File: src/rtl/mc_pkg.sv
// Shared encodings for the multi-cycle MIPS-subset controller:
// FSM states, ALU operation codes, mux select codes, opcode/funct values.
package mc_pkg;

    typedef enum logic [3:0] {
        S_IDLE   = 4'd0,
        S_FETCH  = 4'd1,
        S_DECODE = 4'd2,
        S_EXEC_R = 4'd3,
        S_WB_R   = 4'd4,
        S_EXEC_I = 4'd5,
        S_WB_I   = 4'd6,
        S_MADDR  = 4'd7,
        S_MRD    = 4'd8,
        S_WB_M   = 4'd9,
        S_MWR    = 4'd10,
        S_BRANCH = 4'd11,
        S_JUMP   = 4'd12
    } state_t;

    localparam logic [2:0] ALU_ADD = 3'b000;
    localparam logic [2:0] ALU_AND = 3'b001;
    localparam logic [2:0] ALU_OR  = 3'b010;
    localparam logic [2:0] ALU_SLT = 3'b011;
    localparam logic [2:0] ALU_SUB = 3'b100;
    localparam logic [2:0] ALU_XOR = 3'b101;
    localparam logic [2:0] ALU_LUI = 3'b110;

    localparam logic [1:0] SB_B   = 2'b00;
    localparam logic [1:0] SB_4   = 2'b01;
    localparam logic [1:0] SB_IMM = 2'b10;
    localparam logic [1:0] SB_BR  = 2'b11;

    localparam logic [1:0] PS_ALU    = 2'b00;
    localparam logic [1:0] PS_ALUOUT = 2'b01;
    localparam logic [1:0] PS_JUMP   = 2'b10;

    localparam logic [5:0] OP_R     = 6'h00;
    localparam logic [5:0] OP_J     = 6'h02;
    localparam logic [5:0] OP_BEQ   = 6'h04;
    localparam logic [5:0] OP_ADDI  = 6'h08;
    localparam logic [5:0] OP_ADDIU = 6'h09;
    localparam logic [5:0] OP_ORI   = 6'h0D;
    localparam logic [5:0] OP_LUI   = 6'h0F;
    localparam logic [5:0] OP_LW    = 6'h23;
    localparam logic [5:0] OP_SW    = 6'h2B;

    localparam logic [5:0] FN_ADD = 6'h20;
    localparam logic [5:0] FN_SUB = 6'h22;
    localparam logic [5:0] FN_AND = 6'h24;
    localparam logic [5:0] FN_OR  = 6'h25;
    localparam logic [5:0] FN_XOR = 6'h26;
    localparam logic [5:0] FN_SLT = 6'h2A;

endpackage

File: src/rtl/mc_alu_dec.sv
// Opcode/funct decoder: ALU operation for R and I forms, immediate
// extension mode, and detection of unsupported instructions.
module mc_alu_dec
    import mc_pkg::*;
(
    input  logic [5:0] op,
    input  logic [5:0] funct,
    output logic [2:0] r_op,
    output logic [2:0] i_op,
    output logic       i_ext,
    output logic       illegal
);

    logic bad_funct;

    always_comb begin
        r_op      = ALU_ADD;
        bad_funct = 1'b0;
        case (funct)
            FN_ADD:  r_op = ALU_ADD;
            FN_SUB:  r_op = ALU_SUB;
            FN_AND:  r_op = ALU_AND;
            FN_OR:   r_op = ALU_OR;
            FN_XOR:  r_op = ALU_XOR;
            FN_SLT:  r_op = ALU_SLT;
            default: bad_funct = 1'b1;
        endcase
    end

    always_comb begin
        i_op    = ALU_ADD;
        i_ext   = 1'b1;
        illegal = 1'b0;
        case (op)
            OP_R:     illegal = bad_funct;
            OP_ADDI,
            OP_ADDIU: begin
                i_op  = ALU_ADD;
                i_ext = 1'b1;
            end
            OP_ORI: begin
                i_op  = ALU_OR;
                i_ext = 1'b0;
            end
            OP_LUI: begin
                i_op  = ALU_LUI;
                i_ext = 1'b0;
            end
            OP_J, OP_BEQ, OP_LW, OP_SW: illegal = 1'b0;
            default:  illegal = 1'b1;
        endcase
    end

endmodule

File: src/rtl/mc_ctrl.sv
// Multi-cycle control FSM with memory wait watchdog and sticky faults.
// Control outputs decode from the state register (plus mem_ready in fetch).
module mc_ctrl
    import mc_pkg::*;
#(
    parameter int TIMEOUT = 16,
    parameter int CNT_W   = 5
) (
    input  logic        clk,
    input  logic        rst_n,
    input  logic        run,
    input  logic [31:0] ir,
    input  logic        zero,
    input  logic        mem_ready,
    output logic        PCWrite,
    output logic        PCWriteCond,
    output logic        IorD,
    output logic        MemRead,
    output logic        MemWrite,
    output logic        IRWrite,
    output logic        MemtoReg,
    output logic        RegDst,
    output logic        RegWrite,
    output logic        ALUSrcA,
    output logic [1:0]  ALUSrcB,
    output logic [2:0]  AluOp,
    output logic        extOp,
    output logic [1:0]  PCSource,
    output logic [1:0]  fault,
    output logic [3:0]  state_o
);

    state_t           state;
    logic [CNT_W-1:0] cnt;
    logic [CNT_W-1:0] cnt_inc;
    logic             mem_state;
    logic             expired;
    logic [5:0]       op;
    logic [2:0]       r_op;
    logic [2:0]       i_op;
    logic             i_ext;
    logic             illegal;
    logic             unused_bits;

    assign op          = ir[31:26];
    // zero is consumed by the datapath together with PCWriteCond
    assign unused_bits = ^{zero, ir[25:6]};

    mc_alu_dec u_dec (
        .op      (op),
        .funct   (ir[5:0]),
        .r_op    (r_op),
        .i_op    (i_op),
        .i_ext   (i_ext),
        .illegal (illegal)
    );

    assign mem_state = (state == S_FETCH) || (state == S_MRD) ||
                       (state == S_MWR);
    assign cnt_inc   = cnt + 1'b1;
    assign expired   = !mem_ready && (cnt_inc == CNT_W'(TIMEOUT));

    always_ff @(posedge clk or negedge rst_n) begin
        if (!rst_n) begin
            state <= S_IDLE;
            cnt   <= '0;
            fault <= 2'b00;
        end else begin
            // counter is zero whenever a memory state is entered
            if (mem_state && !mem_ready && !expired)
                cnt <= cnt_inc;
            else
                cnt <= '0;
            if (mem_state && expired) begin
                fault[1] <= 1'b1;
                state    <= S_IDLE;
            end else begin
                case (state)
                    S_IDLE:
                        if (run) state <= S_FETCH;
                    S_FETCH:
                        if (mem_ready) state <= S_DECODE;
                    S_DECODE:
                        if (illegal) begin
                            fault[0] <= 1'b1;
                            state    <= S_FETCH;
                        end else begin
                            case (op)
                                OP_R:    state <= S_EXEC_R;
                                OP_LW,
                                OP_SW:   state <= S_MADDR;
                                OP_BEQ:  state <= S_BRANCH;
                                OP_J:    state <= S_JUMP;
                                default: state <= S_EXEC_I;
                            endcase
                        end
                    S_EXEC_R: state <= S_WB_R;
                    S_EXEC_I: state <= S_WB_I;
                    S_MADDR:
                        state <= (op == OP_LW) ? S_MRD : S_MWR;
                    S_MRD:
                        if (mem_ready) state <= S_WB_M;
                    S_MWR:
                        if (mem_ready) state <= S_FETCH;
                    S_WB_R, S_WB_I, S_WB_M,
                    S_BRANCH, S_JUMP:
                        state <= S_FETCH;
                    default: state <= S_IDLE;
                endcase
            end
        end
    end

    always_comb begin
        PCWrite     = 1'b0;
        PCWriteCond = 1'b0;
        IorD        = 1'b0;
        MemRead     = 1'b0;
        MemWrite    = 1'b0;
        IRWrite     = 1'b0;
        MemtoReg    = 1'b0;
        RegDst      = 1'b0;
        RegWrite    = 1'b0;
        ALUSrcA     = 1'b0;
        ALUSrcB     = SB_B;
        AluOp       = ALU_ADD;
        extOp       = 1'b0;
        PCSource    = PS_ALU;
        case (state)
            S_FETCH: begin
                MemRead = 1'b1;
                ALUSrcB = SB_4;
                IRWrite = mem_ready;
                PCWrite = mem_ready;
            end
            S_DECODE: begin
                ALUSrcB = SB_BR;
                extOp   = 1'b1;
            end
            S_EXEC_R: begin
                ALUSrcA = 1'b1;
                AluOp   = r_op;
            end
            S_WB_R: begin
                RegDst   = 1'b1;
                RegWrite = 1'b1;
            end
            S_EXEC_I: begin
                ALUSrcA = 1'b1;
                ALUSrcB = SB_IMM;
                AluOp   = i_op;
                extOp   = i_ext;
            end
            S_WB_I: RegWrite = 1'b1;
            S_MADDR: begin
                ALUSrcA = 1'b1;
                ALUSrcB = SB_IMM;
                extOp   = 1'b1;
            end
            S_MRD: begin
                MemRead = 1'b1;
                IorD    = 1'b1;
            end
            S_WB_M: begin
                MemtoReg = 1'b1;
                RegWrite = 1'b1;
            end
            S_MWR: begin
                MemWrite = 1'b1;
                IorD     = 1'b1;
            end
            S_BRANCH: begin
                ALUSrcA     = 1'b1;
                AluOp       = ALU_SUB;
                PCWriteCond = 1'b1;
                PCSource    = PS_ALUOUT;
            end
            S_JUMP: begin
                PCWrite  = 1'b1;
                PCSource = PS_JUMP;
            end
            default: ;
        endcase
    end

    assign state_o = state;

endmodule

File: config.mk
export PLATFORM = sky130hd
export DESIGN_NAME = mc_ctrl
export DESIGN_NICKNAME = d
export VERILOG_FILES = /design/src/rtl/mc_pkg.sv /design/src/rtl/mc_alu_dec.sv /design/src/rtl/mc_ctrl.sv
export SDC_FILE = /design/constraint.sdc
export NUM_CORES = 1
export LEC_CHECK = 0
export ABC_AREA = 0
export CORE_ASPECT_RATIO = 0.75
export CORE_MARGIN = 1
export CORE_UTILIZATION = 25
export CTS_CLUSTER_SIZE = 25
export DETAILED_ROUTE_END_ITERATION = 12
export PLACE_DENSITY = 0.58
export SYNTH_ARGS = -nofsm -noshare
export SYNTH_HDL_FRONTEND = slang
export SYNTH_HIERARCHICAL = 1
export SYNTH_SLANG_ARGS = --single-unit
File: constraint.sdc
create_clock -name clk -period 2.8 [get_ports clk]
set_clock_uncertainty 0.1 [all_clocks]
set_input_delay 0.28 -clock clk [delete_from_list [all_inputs] [get_ports clk]]
set_output_delay 0.28 -clock clk [all_outputs]
set_load 0.02 [all_outputs]
* Word level (Yosys, flattened, before mapping)
Index checks and enable logic that the tools add are counted.
** Word-level totals
- Flip-flop bits (word level) :: 11
- Bits of input ports :: 37
** Cells by class
- Add/sub/neg operators :: 1
- Equal/unequal tests :: 31
- Multiplexer cells :: 29
- Bitwise gates (word level) :: 1
- Reduce and logical (&&, ||, !) cells :: 23
** Operators with widths (count)
- $eq A6 B6 Y1 const B :: 8
- $pmux W4 S9 :: 1
- $eq A6 B4 Y1 const B :: 4
- $mux W4 :: 6
- $eq A4 B4 Y1 const B :: 5
- $eq A4 B3 Y1 const B :: 4
- $pmux W4 S4 :: 1
- $pmux W3 S5 :: 1
- $reduce_or A2 Y1 :: 6
- $mux W1 :: 11
- $ne A3 B2 Y1 const B :: 3
- $pmux W3 S3 :: 1
- $eq A4 B2 Y1 const B :: 2
- $reduce_or A8 Y1 :: 1
- $eq A6 B2 Y1 const B :: 1
- $eq A6 B3 Y1 const B :: 1
- $logic_not A6 Y1 :: 1
- $pmux W1 S2 :: 3
- $pmux W2 S3 :: 1
- $pmux W3 S2 :: 1
- $reduce_or A6 Y1 :: 1
- $add A5 B1 Y5 const B :: 1
- $eq A5 B5 Y1 const B :: 1
- $mux W5 :: 1
- other kinds (14) :: 19

* Longest topological paths before layout
- Depth in word-level cells :: 7
- Gate-level depth with buffers :: 8
- Depth with buffers taken out :: 8

* Modules after synthesis
The synthesis kept the hierarchy.
** Modules (own cells, without submodules)
- mc_ctrl :: instances 1, cells an instance 112, area an instance 923.4 um2
- mc_alu_dec :: instances 1, cells an instance 30, area an instance 177.7 um2

* Least setup slack after synthesis
No wires, ideal clock.
- Path kind :: in2reg
- Start point :: input ir[4]
- End point :: register state[3], in the netlist state_o[3]
- Setup time :: 0.101 ns
- Data arrival time :: 1.873 ns
- Data required time :: 2.599 ns
- Path slack :: 0.726 ns
- Stages on the path :: 8
- Buffers on the path :: 0
- Cells stage by stage :: nand2b_4 or3_1 a41oi_1 o21ai_1 or3_1 o41ai_1 a32oi_1 o32ai_1
** On the way
- Word-level cells in the longest chain between the ends :: 7
- Elaborated cells on any way between the ends :: 12
- Those cells by class :: 6 x eq/ne; 5 x mux; 1 x reduce/logical
** Ends and longest elaborated chain
- start, declared :: line mc_ctrl.sv:12 : input logic [31:0] ir,
- $eq A6 B6 Y1 :: line mc_alu_dec.sv:19 : case (funct)
- $reduce_or A6 Y1 (no line) *
- $mux W1 * :: line mc_alu_dec.sv:19
- $pmux W1 S2 * :: line mc_alu_dec.sv:34 : case (op)
- via illegal :: line mc_ctrl.sv:42 : logic illegal;
- $mux W4 * :: line mc_ctrl.sv:84 : if (illegal) begin
- $pmux W4 S9 * :: line mc_ctrl.sv:78 : case (state)
- $mux W4 * :: line mc_ctrl.sv:74 : if (mem_state && expired) begin
- end signal, assigned :: line mc_ctrl.sv:100 : state <= (op == OP_LW) ? S_MRD : S_MWR;
- end, declared :: line mc_ctrl.sv:33 : state_t state;
The timed path passes the listed nets; every way through them passes the cells marked *.
A chain may end at the register's enable or synchronous reset.

* Final worst setup path
- Start point :: register state[2], in the netlist state_o[2]
- End point :: output RegWrite
** On the way
- Word-level cells in the longest chain between the ends :: 3
- Elaborated cells on any way between the ends :: 5
- Those cells by class :: 3 x eq/ne; 1 x mux; 1 x reduce/logical
** Ends and longest elaborated chain
- $eq A4 B4 Y1 or $eq A4 B3 Y1 (tied branches) :: line mc_ctrl.sv:129 : case (state)
- $reduce_or A3 Y1 (no line) *
- $mux W1 * :: line mc_ctrl.sv:129
- end, declared :: line mc_ctrl.sv:23 : output logic RegWrite,
Mark *: on every way between the ends. The rest lies on a longest branch, timed or not.

==> results.sh <==
export IMPL_clk_pin_slew_ps=50
export IMPL_final_core_util_pct=39.1
export IMPL_maxSlewHeadroom_pct=64.4
export IMPL_drt_first_pass_iters=4
export IMPL_insertion_delay_ps=240
export IMPL_timing_rr_end="state_o[3]"
export IMPL_grt_pass1_wl_mm=5.13
export IMPL_worst_r2r_cell_count=4
export IMPL_period_needed_ps=2590
export IMPL_rsz0062_at_grt="false"
export IMPL_post_cts_setup_buffers=0
export IMPL_hold_viol_final=0
export IMPL_synth_top_area_share_pct=25.0
export IMPL_finalHoldWorstSlack_ps=270
export IMPL_setup_viol=0
export IMPL_place_congestion=0.776
export IMPL_power_density_mw_per_mm2=755
export IMPL_crit_path_start="state_o[2]"
export IMPL_min_path_type="in -> async"
export IMPL_drv_slew=0
export IMPL_vias_per_cell=4.81
export IMPL_fillerInstances=435
export IMPL_worstSetupStartpointType="register"
export IMPL_layout_nets=223
export IMPL_overflow=0
export IMPL_num_rows=20
export IMPL_irDropWorstVdd_mv=0.294
export IMPL_worstPathRequired_ps=2420
export IMPL_status="completed"
export IMPL_grt_pass1_vias=1126
export IMPL_diodes=0
export IMPL_synth_main_ff_cell="dfrtp_1"
export IMPL_core_area_mm2=0.00413
export IMPL_crit_end="RegWrite"
export IMPL_ant_nets=0
export IMPL_die_x_um=78.6
export IMPL_die_area_mm2=0.00468
export IMPL_cts_tree="yes"
export IMPL_wl_per_cell_um=12.6
export IMPL_reg2reg_slack_ps=890
export IMPL_root_buffer="clkbuf_8"
export IMPL_ys_async_sr_fraction_pct=100
export IMPL_crit_reg2reg_launch="state_o[2]"
export IMPL_worst_pin_slew_ps=535
export IMPL_antenna_found_initial=0
export IMPL_grt_usage_pct=13.7
export IMPL_criticalPathCategory="reg -> out"
export IMPL_htree_levels=1
export IMPL_p_total_mw=1.22
export IMPL_p_leak_nw=0.662
export IMPL_seq_area_um2=275
export IMPL_dieHeight_um=59.5
export IMPL_syn_num_nets=181
export IMPL_place_hpwl_mm=2.40
export IMPL_route_detailed_drc=0
export IMPL_cp_arrival_ps=2210
export IMPL_yosys_register_bits=11
export IMPL_start_util_pct=26.7
export IMPL_endpoint_kind="primary output"
export IMPL_io_pins=61
export IMPL_synth_area_leaders="dfrtp_1 25%, nor2_1 5.8%, xnor2_1 4.0%, a211oi_1 3.4%, nand2_1 3.4%"
export IMPL_synth_edf_count=0
export IMPL_clk_path_buf_depth=2
export IMPL_netlist_area_mm2=0.00110
export IMPL_syn_avg_cell_area_um2=7.75
export IMPL_cts_num_sinks=11
export IMPL_period_share_pct=92.6
export IMPL_clock_fmax_ghz=0.386
export IMPL_syn_to_final_growth_pct=46.6
export IMPL_port_buffers=39
export IMPL_cts_made_buffers=3
export IMPL_synth_area_leader_cell="dfrtp_1"
export IMPL_yosys_warnings=6
export IMPL_max_cap_violations=0
export IMPL_multi_input_area_um2=749
export IMPL_fin_setup_tns_ps=0
export IMPL_synth_cell_types=52
export IMPL_vias=1145
export IMPL_drive_gt1_share_pct=11.5
export IMPL_cp_max_fo=16
export IMPL_seq_area_frac_synth_pct=25.0
export IMPL_drt_iter0_markers=69
export IMPL_syn_instance_count=142
export IMPL_grt_start_max_net_pins=17
export IMPL_routed_wl_mm=2.99
[per-stage QoR]
stage	setup slack, ps	cells	cell area [um2]
final	209	238	1610
after global routing	66.1	238	1610
after CTS	51.5	238	1610
after detailed placement	51.9	234	1570
after global placement	83.5	234	1570
after floorplan	726	142	1100
[layout make-up]
class	count	share of cell area [%]
inverter	8	1.86
multi-input combinational	114	46.4
tap	55	4.26
clock buffer	4	2.79
timing repair buffer	46	27.6
sequential	11	17.1
[synth_stat cells, types with 2 or more instances]
library cell  count
nor4b_1           2
clkbuf_1          2
o32ai_1           2
or3_1             3
xnor2_1           5
or2_2             3
a211oi_1          5
nor2b_1           4
nor3b_1           2
a22oi_1           2
xor2_1            2
buf_2             4
nor3_1            7
ha_1              2
nand2b_1          4
inv_1             8
o22ai_1           3
o21ai_0           3
dfrtp_1          11
nand2_1          10
nor2_1           17
nor2_2            3
nand3_1           3
o211a_1           2
buf_4             2
a21oi_1           5
[critical path, stage by stage, from the launching register on]
cell and delay [ps]:
dfrtp_1 570, buf_4 260, nor2b_1 240, nand2_1 110
o22ai_1 160, clkdlybuf4s50_1 620
[layout by cell type, fill, tap and decap left out, drive strengths merged, types with 4 or more instances in the layout]
| master | n |
|---|---|
| clkbuf | 4 |
| buf | 7 |
| nor2b | 4 |
| dfrtp | 11 |
| o21ai | 4 |
| inv | 8 |
| nor3 | 7 |
| a211oi | 5 |
| nand2 | 10 |
| xnor2 | 5 |
| a21oi | 5 |
| nor2 | 20 |
| clkdlybuf4s50 | 38 |
| nand2b | 5 |
[state kept, by name (all words and copies together) (netlist names)]
name,flops
state_o,4
cnt,5
fault,2
[cells by family (layout without fill, tap and decap cells)]
family,count (synthesis),after routing,share of synthesized area (%)
flip-flops,11,11,25.0
AO/OA/AOI/OAI,34,34,23.6
buffers and inverters,17,58,6.93
AND/OR/NAND/NOR,69,69,35.2
XOR/XNOR,7,7,5.57
other,1,1,0.341
multiplexers,1,1,1.02
adder cells (fa/ha/maj),2,2,2.27
[layer usage]
layer  vias up  global-route usage [%]  part of all wire, %  wire length [um]
li1        592                       -                    -                 -
met1       529                    18.8                   52              1550
met2        22                    23.2                   45              1350
met3         2                    2.15                  2.6                77
met4         0                    2.38                 0.53                16
met5         -                       0                    0                 0
[how the worst min path moves through the flow]
stage,slack (ps),end
2_1_floorplan,-120,cnt[0]
3_3_place_gp,370,fault[0]
3_5_place_dp,360,fault[0]
4_1_cts,290,cnt[2]
5_1_grt,320,cnt[2]
6_report,270,cnt[2]
[where the power goes]
part | leakage (nW) | switching [mW] | internal [mW] | total (mW)
sequential | 0.143 | 0.0763 | 0.190 | 0.267
clock | 0.0228 | 0.0599 | 0.100 | 0.160
combinational | 0.496 | 0.403 | 0.389 | 0.792
total | 0.662 | 0.539 | 0.680 | 1.22
[what timing repair did]
action,in CTS,in global routing
gates resized for setup,0,1
endpoints found under the setup margin,0,1
hold buffers,0,0
Note: power is estimated with default switching activity, not from simulation.
